### config.mk
export PLATFORM = sky130hd
export DESIGN_NAME = proc_run_ctrl
export DESIGN_NICKNAME = d
export VERILOG_FILES = /design/src/rtl/proc_run_ctrl.sv
export SDC_FILE = /design/constraint.sdc
export NUM_CORES = 1
export LEC_CHECK = 0
export ABC_AREA = 1
export CAP_MARGIN = 20
export CORE_MARGIN = 2
export CORE_UTILIZATION = 56
export DETAILED_ROUTE_END_ITERATION = 10
export PLACE_DENSITY = 0.85
export SYNTH_ARGS = -nofsm -noshare
export SYNTH_HDL_FRONTEND = slang
export SYNTH_SLANG_ARGS = --single-unit
### constraint.sdc
create_clock -name CLK -period 3.6 [get_ports CLK]
set_clock_uncertainty 0.2 [all_clocks]
set_input_delay 0.72 -clock CLK [delete_from_list [all_inputs] [get_ports CLK]]
set_output_delay 0.72 -clock CLK [all_outputs]
set_load 0.05 [all_outputs]
### src/rtl/proc_run_ctrl.sv
// Run controller for the single-cycle core: reset sequencing, clock-enable gating,
// cycle counting, stop on limit or halt. Optional single-step support via STEP_MODE_EN.
module proc_run_ctrl #(
    parameter int CNT_W    = 16,
    parameter int HOLD_CYC = 2,
    parameter int SYNC_STG = 2
) (
    input  logic             CLK,
    input  logic             RST,
    input  logic             start,
    input  logic             halt,
    input  logic [CNT_W-1:0] limit,
    input  logic             step_mode,
    input  logic             step,
    output logic             core_rst,
    output logic             core_ce,
    output logic [CNT_W-1:0] cycle_cnt,
    output logic             done,
    output logic [1:0]       state
);
    localparam int HW = (HOLD_CYC > 1) ? $clog2(HOLD_CYC) : 1;

    typedef enum logic [1:0] {S_HOLD = 2'd0, S_IDLE = 2'd1, S_RUN = 2'd2, S_DONE = 2'd3} st_t;

    st_t                 st;
    logic [SYNC_STG-1:0] rst_sync;
    logic [HW-1:0]       hold_cnt;
    logic [CNT_W-1:0]    lim_q;
    logic [CNT_W:0]      cnt_inc;
    logic [CNT_W-1:0]    cnt_sat;
    logic                hit_lim;
    logic                run_ce;
    logic                entry_ce;

    // Async assert, sync deassert of the internal release.
    always_ff @(posedge CLK or negedge RST) begin
        if (!RST) rst_sync <= '0;
        else      rst_sync <= {rst_sync[SYNC_STG-2:0], 1'b1};
    end

`ifdef STEP_MODE_EN
    logic step_q;

    // Tracks step in every state so a level held across entry to RUN never fires.
    always_ff @(posedge CLK or negedge RST) begin
        if (!RST) step_q <= 1'b0;
        else      step_q <= step;
    end

    always_comb begin
        run_ce   = step_mode ? (step & ~step_q) : 1'b1;
        entry_ce = ~step_mode;
    end
`else
    logic unused_step;
    assign unused_step = step ^ step_mode;

    always_comb begin
        run_ce   = 1'b1;
        entry_ce = 1'b1;
    end
`endif

    always_comb begin
        cnt_inc = {1'b0, cycle_cnt} + {{CNT_W{1'b0}}, 1'b1};
        hit_lim = (lim_q != '0) && (cnt_inc == {1'b0, lim_q});
        cnt_sat = (&cycle_cnt) ? cycle_cnt : cnt_inc[CNT_W-1:0];
    end

    always_ff @(posedge CLK or negedge RST) begin
        if (!RST) begin
            st        <= S_HOLD;
            core_rst  <= 1'b1;
            core_ce   <= 1'b0;
            cycle_cnt <= '0;
            done      <= 1'b0;
            hold_cnt  <= '0;
            lim_q     <= '0;
        end else begin
            case (st)
                S_HOLD: begin
                    if (rst_sync[SYNC_STG-1]) begin
                        if (hold_cnt == HW'(HOLD_CYC - 1)) begin
                            core_rst <= 1'b0;
                            st       <= S_IDLE;
                        end else begin
                            hold_cnt <= hold_cnt + 1'b1;
                        end
                    end
                end
                S_IDLE, S_DONE: begin
                    if (start) begin
                        st        <= S_RUN;
                        lim_q     <= limit;
                        cycle_cnt <= '0;
                        done      <= 1'b0;
                        core_ce   <= entry_ce;
                    end
                end
                S_RUN: begin
                    if (core_ce) begin
                        // The terminating cycle is still counted.
                        cycle_cnt <= cnt_sat;
                        if (hit_lim || halt) begin
                            core_ce <= 1'b0;
                            done    <= 1'b1;
                            st      <= S_DONE;
                        end else begin
                            core_ce <= run_ce;
                        end
                    end else begin
                        core_ce <= run_ce;
                    end
                end
                default: st <= S_HOLD;
            endcase
        end
    end

    assign state = st;
endmodule

==> results_dict.tcl, run 1 <==
set metrics [dict create \
    clock.fmax_mhz 392 \
    maxCapViolCount 0 \
    grt_pass1_vias 1841 \
    die_h_um 67.8 \
    die_area_um2 4600 \
    coreArea_um2 3970 \
    cp_top_family "buffers and inverters" \
    worstSetupEndpointType "primary output" \
    fin_crit_ns 2.55 \
    ys.flop_type "dfrtp_1" \
    routedWlPerCell_um 13.3 \
    netlist_area_um2 2280 \
    min_period_over_period 0.709 \
    routed_wl_mm 5.44 \
    drive_above_1_share 0.0861 \
    vias 2144 \
    synth_common_cells "nand2_1, dfrtp_1, inv_1, nand3_1, nor2_1" \
    synth.area.top_cells "dfrtp_1, nand2_1, nand3_1" \
    avgSynthCellArea_um2 7.24 \
    clk_latency_ns 0.29 \
    outcome "finished, final reports clean" \
    vdd_drop_max_v 0.000631 \
    dr.first_iter.drc_count 176 \
    cts_buffers 5 \
    final_max_slew_viol_count 0 \
    startpoint_type "flip-flop" \
    overflow 0 \
    ioPinCount 43 \
    nNetsFinal 382 \
    start_util 0.574 \
    synth_top_area_frac 0.428 \
    ys_types 27 \
    gp_congestion 0.867 \
    clkTransAtPathRegs_ns 0.08 \
    synth-edff-count 0 \
    ys_warn_count 0 \
    path_class "flip-flop to primary output" \
    grt_max_degree 41 \
    synth_nets 338 \
    r2r_setup_slack_ns 1.17 \
    setup_viol 0 \
    root_buffer "clkbuf_8" \
    critPathMaxFanout 6 \
    design_area_um2 2840 \
    crit_chain "clkdlybuf4s50_1" \
    post_synth_inst_count 315 \
    placementRows 23 \
    clockBufferDepth 2 \
    slew_headroom 0.416 \
    post_drt_via_cell_ratio 5.23 \
    cts_max_level 2 \
    hold_violations 0 \
    yosysTopAreaCell "dfrtp_1" \
    cts_sinks 40 \
    leakage_nw 1.33 \
    io_buffers 40 \
    drc 0 \
    grt.total_usage 0.249 \
    antenna_found_initial 0 \
    yosys.cell_count.top_type "nand2_1" \
    antenna_left 0 \
    syn_to_final_growth_pct 24.7 \
    fin_setup_tns_ns 0 \
    cp_slowest_cell "clkdlybuf4s50_1" \
    cts_resized 0 \
    ys_ff_latch 40 \
    async_flop_share 1.00 \
    hold_path_class "flip-flop to flip-flop" \
    hold_buffers 0 \
    antenna_cells 0 \
    cts_tree "yes" \
    post_cts_buffers 0 \
    rsz0062_at_grt "no" \
    crit_required_ns 2.68 \
    powerDensity_nw_per_um2 780 \
    hpwlAfterDp_mm 3.86 \
    cpPeakStageDelay_ns 0.85 \
    ys_seq_area_frac 0.440 \
    place_area_um2 2730 \
    grt_first_pass_wirelength_mm 8.51 \
    critical_path_arrival_ns 1.63 \
    die_width_um 67.8 \
    dr.pass1.iters 4 \
    crit_buf_inv 1 \
    worstMarginPinSlew_ns 0.876 \
]
report_power, final:
part,internal (mW),switching (mW),total [mW]
combinational,0.364,0.710,1.07
sequential,0.603,0.170,0.772
clock,0.205,0.165,0.370
flip-flops by register name, indices dropped and copies added, names as in the netlist:
register   cells
cycle_cnt     16
core_ce        1
core_rst       1
hold_cnt       1
done           1
rst_sync       2
state          2
lim_q         16
final timing paths:
path | cells after the start | to | start
worst max-delay path | 1 | cycle_cnt[5] | cycle_cnt[5]$_DFFE_PN0P_
worst min-delay path | 0 | rst_sync[1]$_DFF_PN0_ | rst_sync[0]$_DFF_PN0_
worst max register to register | 11 | cycle_cnt[12]$_DFFE_PN0P_ | cycle_cnt[0]$_DFFE_PN0P_
worst min register to register | 0 | rst_sync[1]$_DFF_PN0_ | rst_sync[0]$_DFF_PN0_
max in group asynchronous | 1 | cycle_cnt[13]$_DFFE_PN0P_ | RST
min in group asynchronous | 1 | lim_q[6]$_DFFE_PN0P_ | RST
final cells by class:
class,count,area [um^2]
repair buffers,42,410
well taps,50,62.6
clock inverters,3,42.5
flip-flops and latches,40,1000
fillers,322,1130
clock buffers,5,68.8
inverters,38,143
multi-input cells,232,1110
per-layer routing:
layer | global-route usage | vias to the layer above | routed length, um | part of all wire
met3 | 0.0450 | 6 | 347 | 0.064
li1 | - | 1093 | - | -
met2 | 0.397 | 68 | 2550 | 0.47
met1 | 0.352 | 977 | 2490 | 0.46
met5 | 0 | - | 0 | 0
met4 | 0.0600 | 0 | 50 | 0.0092
cells by family after synthesis:
| kind of cell | count (synthesis) | share of synthesized area |
|---|---|---|
| DFF | 40 | 0.440 |
| AOI/OAI and AO/OA | 33 | 0.0840 |
| adders and majority gates | 1 | 0.00549 |
| xor gates and xnor gates | 4 | 0.0220 |
| other | 1 | 0.00164 |
| and+or+nand+nor | 193 | 0.375 |
| buffers and inverters | 43 | 0.0719 |
cells in the final DEF, fill, tap and decap left out, drive strengths merged:
| cell type | netlist | routed |
|---|---|---|
| o21ai | 17 | 17 |
| o21bai | 1 | 1 |
| o41ai | 1 | 1 |
| clkinvlp | 0 | 1 |
| buf | 2 | 3 |
| clkdlybuf4s50 | 0 | 39 |
| o21a | 1 | 1 |
| clkinv | 0 | 1 |
| clkbuf | 3 | 5 |
| dfstp | 1 | 1 |
| nand2 | 119 | 119 |
| dfrtp | 39 | 39 |
| o22ai | 11 | 11 |
| bufinv | 0 | 1 |
| a21oi | 2 | 2 |
| nand3 | 37 | 37 |
| nor2 | 32 | 32 |
| conb | 1 | 1 |
| inv | 38 | 38 |
| nand4 | 5 | 5 |
| xor3 | 1 | 1 |
| xor2 | 2 | 2 |
| xnor2 | 1 | 1 |
| ha | 1 | 1 |
per-stage QoR:
stage	power, mW	utilization	instances	worst slack, ns	hold slack, ns
2_1_floorplan	1.50	-	315	1.14	0.131
3_3_place_gp	1.81	0.688	402	1.15	0.135
3_5_place_dp	1.83	0.688	402	1.12	0.151
4_1_cts	2.21	0.716	410	1.05	0.170
5_1_grt	2.35	0.716	410	0.956	0.177
6_report	2.22	0.716	410	1.05	0.166
Power figures use the tool's default switching activity.
==> run 2: changes to the inputs <==
--- a/config.mk
+++ b/config.mk
@@ -8,9 +8,9 @@
 export ABC_AREA = 1
 export CAP_MARGIN = 20
 export CORE_MARGIN = 2
-export CORE_UTILIZATION = 56
+export CORE_UTILIZATION = 52
 export DETAILED_ROUTE_END_ITERATION = 10
-export PLACE_DENSITY = 0.85
+export PLACE_DENSITY = 0.8
 export SYNTH_ARGS = -nofsm -noshare
 export SYNTH_HDL_FRONTEND = slang
 export SYNTH_SLANG_ARGS = --single-unit
==> constraint.sdc (replaced) <==
create_clock -name CLK -period 2.4 [get_ports CLK]
set_clock_uncertainty 0.2 [all_clocks]
set_input_delay 0.48 -clock CLK [delete_from_list [all_inputs] [get_ports CLK]]
set_output_delay 0.48 -clock CLK [all_outputs]
set_load 0.05 [all_outputs]
==> run 2 against run 1 <==
Total power up 63%. Cell count rose by 2.4%. Utilization shrank 1.9 points. Flip-flop and latch count is the same. Wire length up 3.5%. Cell area grew 5.2%. Critical path depth is the same. Critical path type unchanged.
==> results_dict.tcl, run 2 (synthesized netlist as in run 1, its figures left out) <==
set metrics [dict create \
    setup_viol 0 \
    cts_buffers 5 \
    powerDensity_nw_per_um2 1200 \
    path_class "flip-flop to primary output" \
    placementRows 24 \
    antenna_left 0 \
    slew_headroom 0.612 \
    highest-signal-layer "met4" \
    gp_congestion 0.874 \
    root_buffer "clkbuf_8" \
    worstSetupEndpointType "primary output" \
    post_drt_via_cell_ratio 5.28 \
    critPathMaxFanout 2 \
    clkTransAtPathRegs_ns 0.08 \
    min_period_over_period 0.958 \
    dr.pass1.iters 4 \
    fin_crit_ns 2.30 \
    final_common_cell "nand2_1" \
    hold_violations 0 \
    antenna_found_initial 0 \
    cts_sinks 40 \
    multiInputGateArea_um2 1120 \
    cp_slowest_cell "clkdlybuf4s50_1" \
    grt_first_pass_wirelength_mm 9.34 \
    outcome "finished, final reports clean" \
    hold_path_class "flip-flop to flip-flop" \
    grt_pass1_vias 2043 \
    maxCapViolCount 0 \
    seq_area_um2 1000 \
    cts_max_level 2 \
    io_buffers 40 \
    grt.total_usage 0.243 \
    overflow 0 \
    rsz0062_at_grt "no" \
    crit_buf_inv 1 \
    die_area_um2 4930 \
    crit_required_ns 1.72 \
    nNetsFinal 390 \
    syn_to_final_growth_pct 31.2 \
    leakage_nw 1.41 \
    clock.fmax_mhz 435 \
    met3_length_um 429 \
    routed_wl_mm 5.63 \
    ioPinCount 43 \
    top_regs "cycle_cnt x16, lim_q x16" \
    routedWlPerCell_um 13.4 \
    cpPeakStageDelay_ns 0.79 \
    cp_top_family "buffers and inverters" \
    antenna_cells 0 \
    grt_max_degree 26 \
    worstMarginPinSlew_ns 0.582 \
    die_h_um 70.2 \
    critical_path_arrival_ns 1.62 \
    cts_tree "yes" \
    coreArea_um2 4290 \
    final_max_slew_viol_count 0 \
    fin_util 0.696 \
    final_cell_mix "nand2_1, clkdlybuf4s50_1, dfrtp_1" \
    met2_length_mm 2.62 \
    die_width_um 70.2 \
    r2r_setup_slack_ns 0.16 \
    drive_above_1_share 0.117 \
    n_fill_cell 361 \
    vdd_drop_max_v 0.000850 \
    start_util 0.531 \
    hpwlAfterDp_mm 4.12 \
    crit_chain "clkdlybuf4s50_1" \
    clockBufferDepth 2 \
    startpoint_type "flip-flop" \
    clk_latency_ns 0.30 \
    vias 2217 \
    dr.first_iter.drc_count 173 \
    fin_setup_tns_ns 0 \
    met1_length_mm 2.50 \
    drc 0 \
]
==> run 2: cell types whose count changed in the layout (fill, tap and decap cells not counted), sizes merged <==
cell           delta
dlymetal6s2s      +1
clkinv            -1
clkdlybuf4s50     -1
dlygate4sd3       +1
buf               +7
bufinv            +2
clkinvlp          -1
==> run 2: per-stage QoR <==
stage	std cells	total power, mW	hold slack (ns)	setup slack [ns]	cell area, um^2
after floorplan	315	2.25	-0.0156	0.134	2280
after global placement	408	2.76	0.138	0.228	2780
after detailed placement	408	2.79	0.151	0.180	2780
after CTS	417	3.57	0.169	0.0632	2950
after global routing	420	3.85	0.184	0.00261	2990
final	420	3.60	0.165	0.0997	2990
==> run 2: cell type report <==
class                           count  area share
Inverter                           38      0.0477
Sequential cell                    40       0.336
Clock inverter                      3      0.0301
Multi-Input combinational cell    232       0.374
Clock buffer                        5      0.0230
Tap cell                           52      0.0218
Timing Repair Buffer               50       0.167
==> run 2: path summary, 6_finish.rpt <==
kind	from	endpoint	cells past startpoint
setup / recovery	core_rst$_DFFE_PN1P_	core_rst	1
max in group asynchronous	RST	lim_q[14]$_DFFE_PN0P_	3
min in group asynchronous	RST	cycle_cnt[3]$_DFFE_PN0P_	2
hold / removal	rst_sync[0]$_DFF_PN0_	rst_sync[1]$_DFF_PN0_	0
hold reg to reg	rst_sync[0]$_DFF_PN0_	rst_sync[1]$_DFF_PN0_	0
setup reg to reg	cycle_cnt[0]$_DFFE_PN0P_	cycle_cnt[6]$_DFFE_PN0P_	11
==> run 2: metal layers <==
| layer | up-vias | track usage |
|---|---|---|
| li1 | 1110 | - |
| met1 | 1013 | 0.323 |
| met2 | 84 | 0.380 |
| met3 | 10 | 0.0606 |
| met4 | 0 | 0.100 |
| met5 | - | 0 |
==> run 2: report_power, final <==
part	internal, mW	leakage [nW]	switching [mW]
Combinational	0.602	0.829	1.08
Clock	0.520	0.0784	0.249
Sequential	0.907	0.504	0.246
==> run 2: repair_timing <==
| action | CTS | global route |
|---|---|---|
| setup endpoints to repair | 0 | 6 |
| gates resized for setup | 0 | 4 |
| hold endpoints to repair | 23 | 0 |
| buffers inserted | 0 | 3 |
| hold buffers | 1 | 0 |
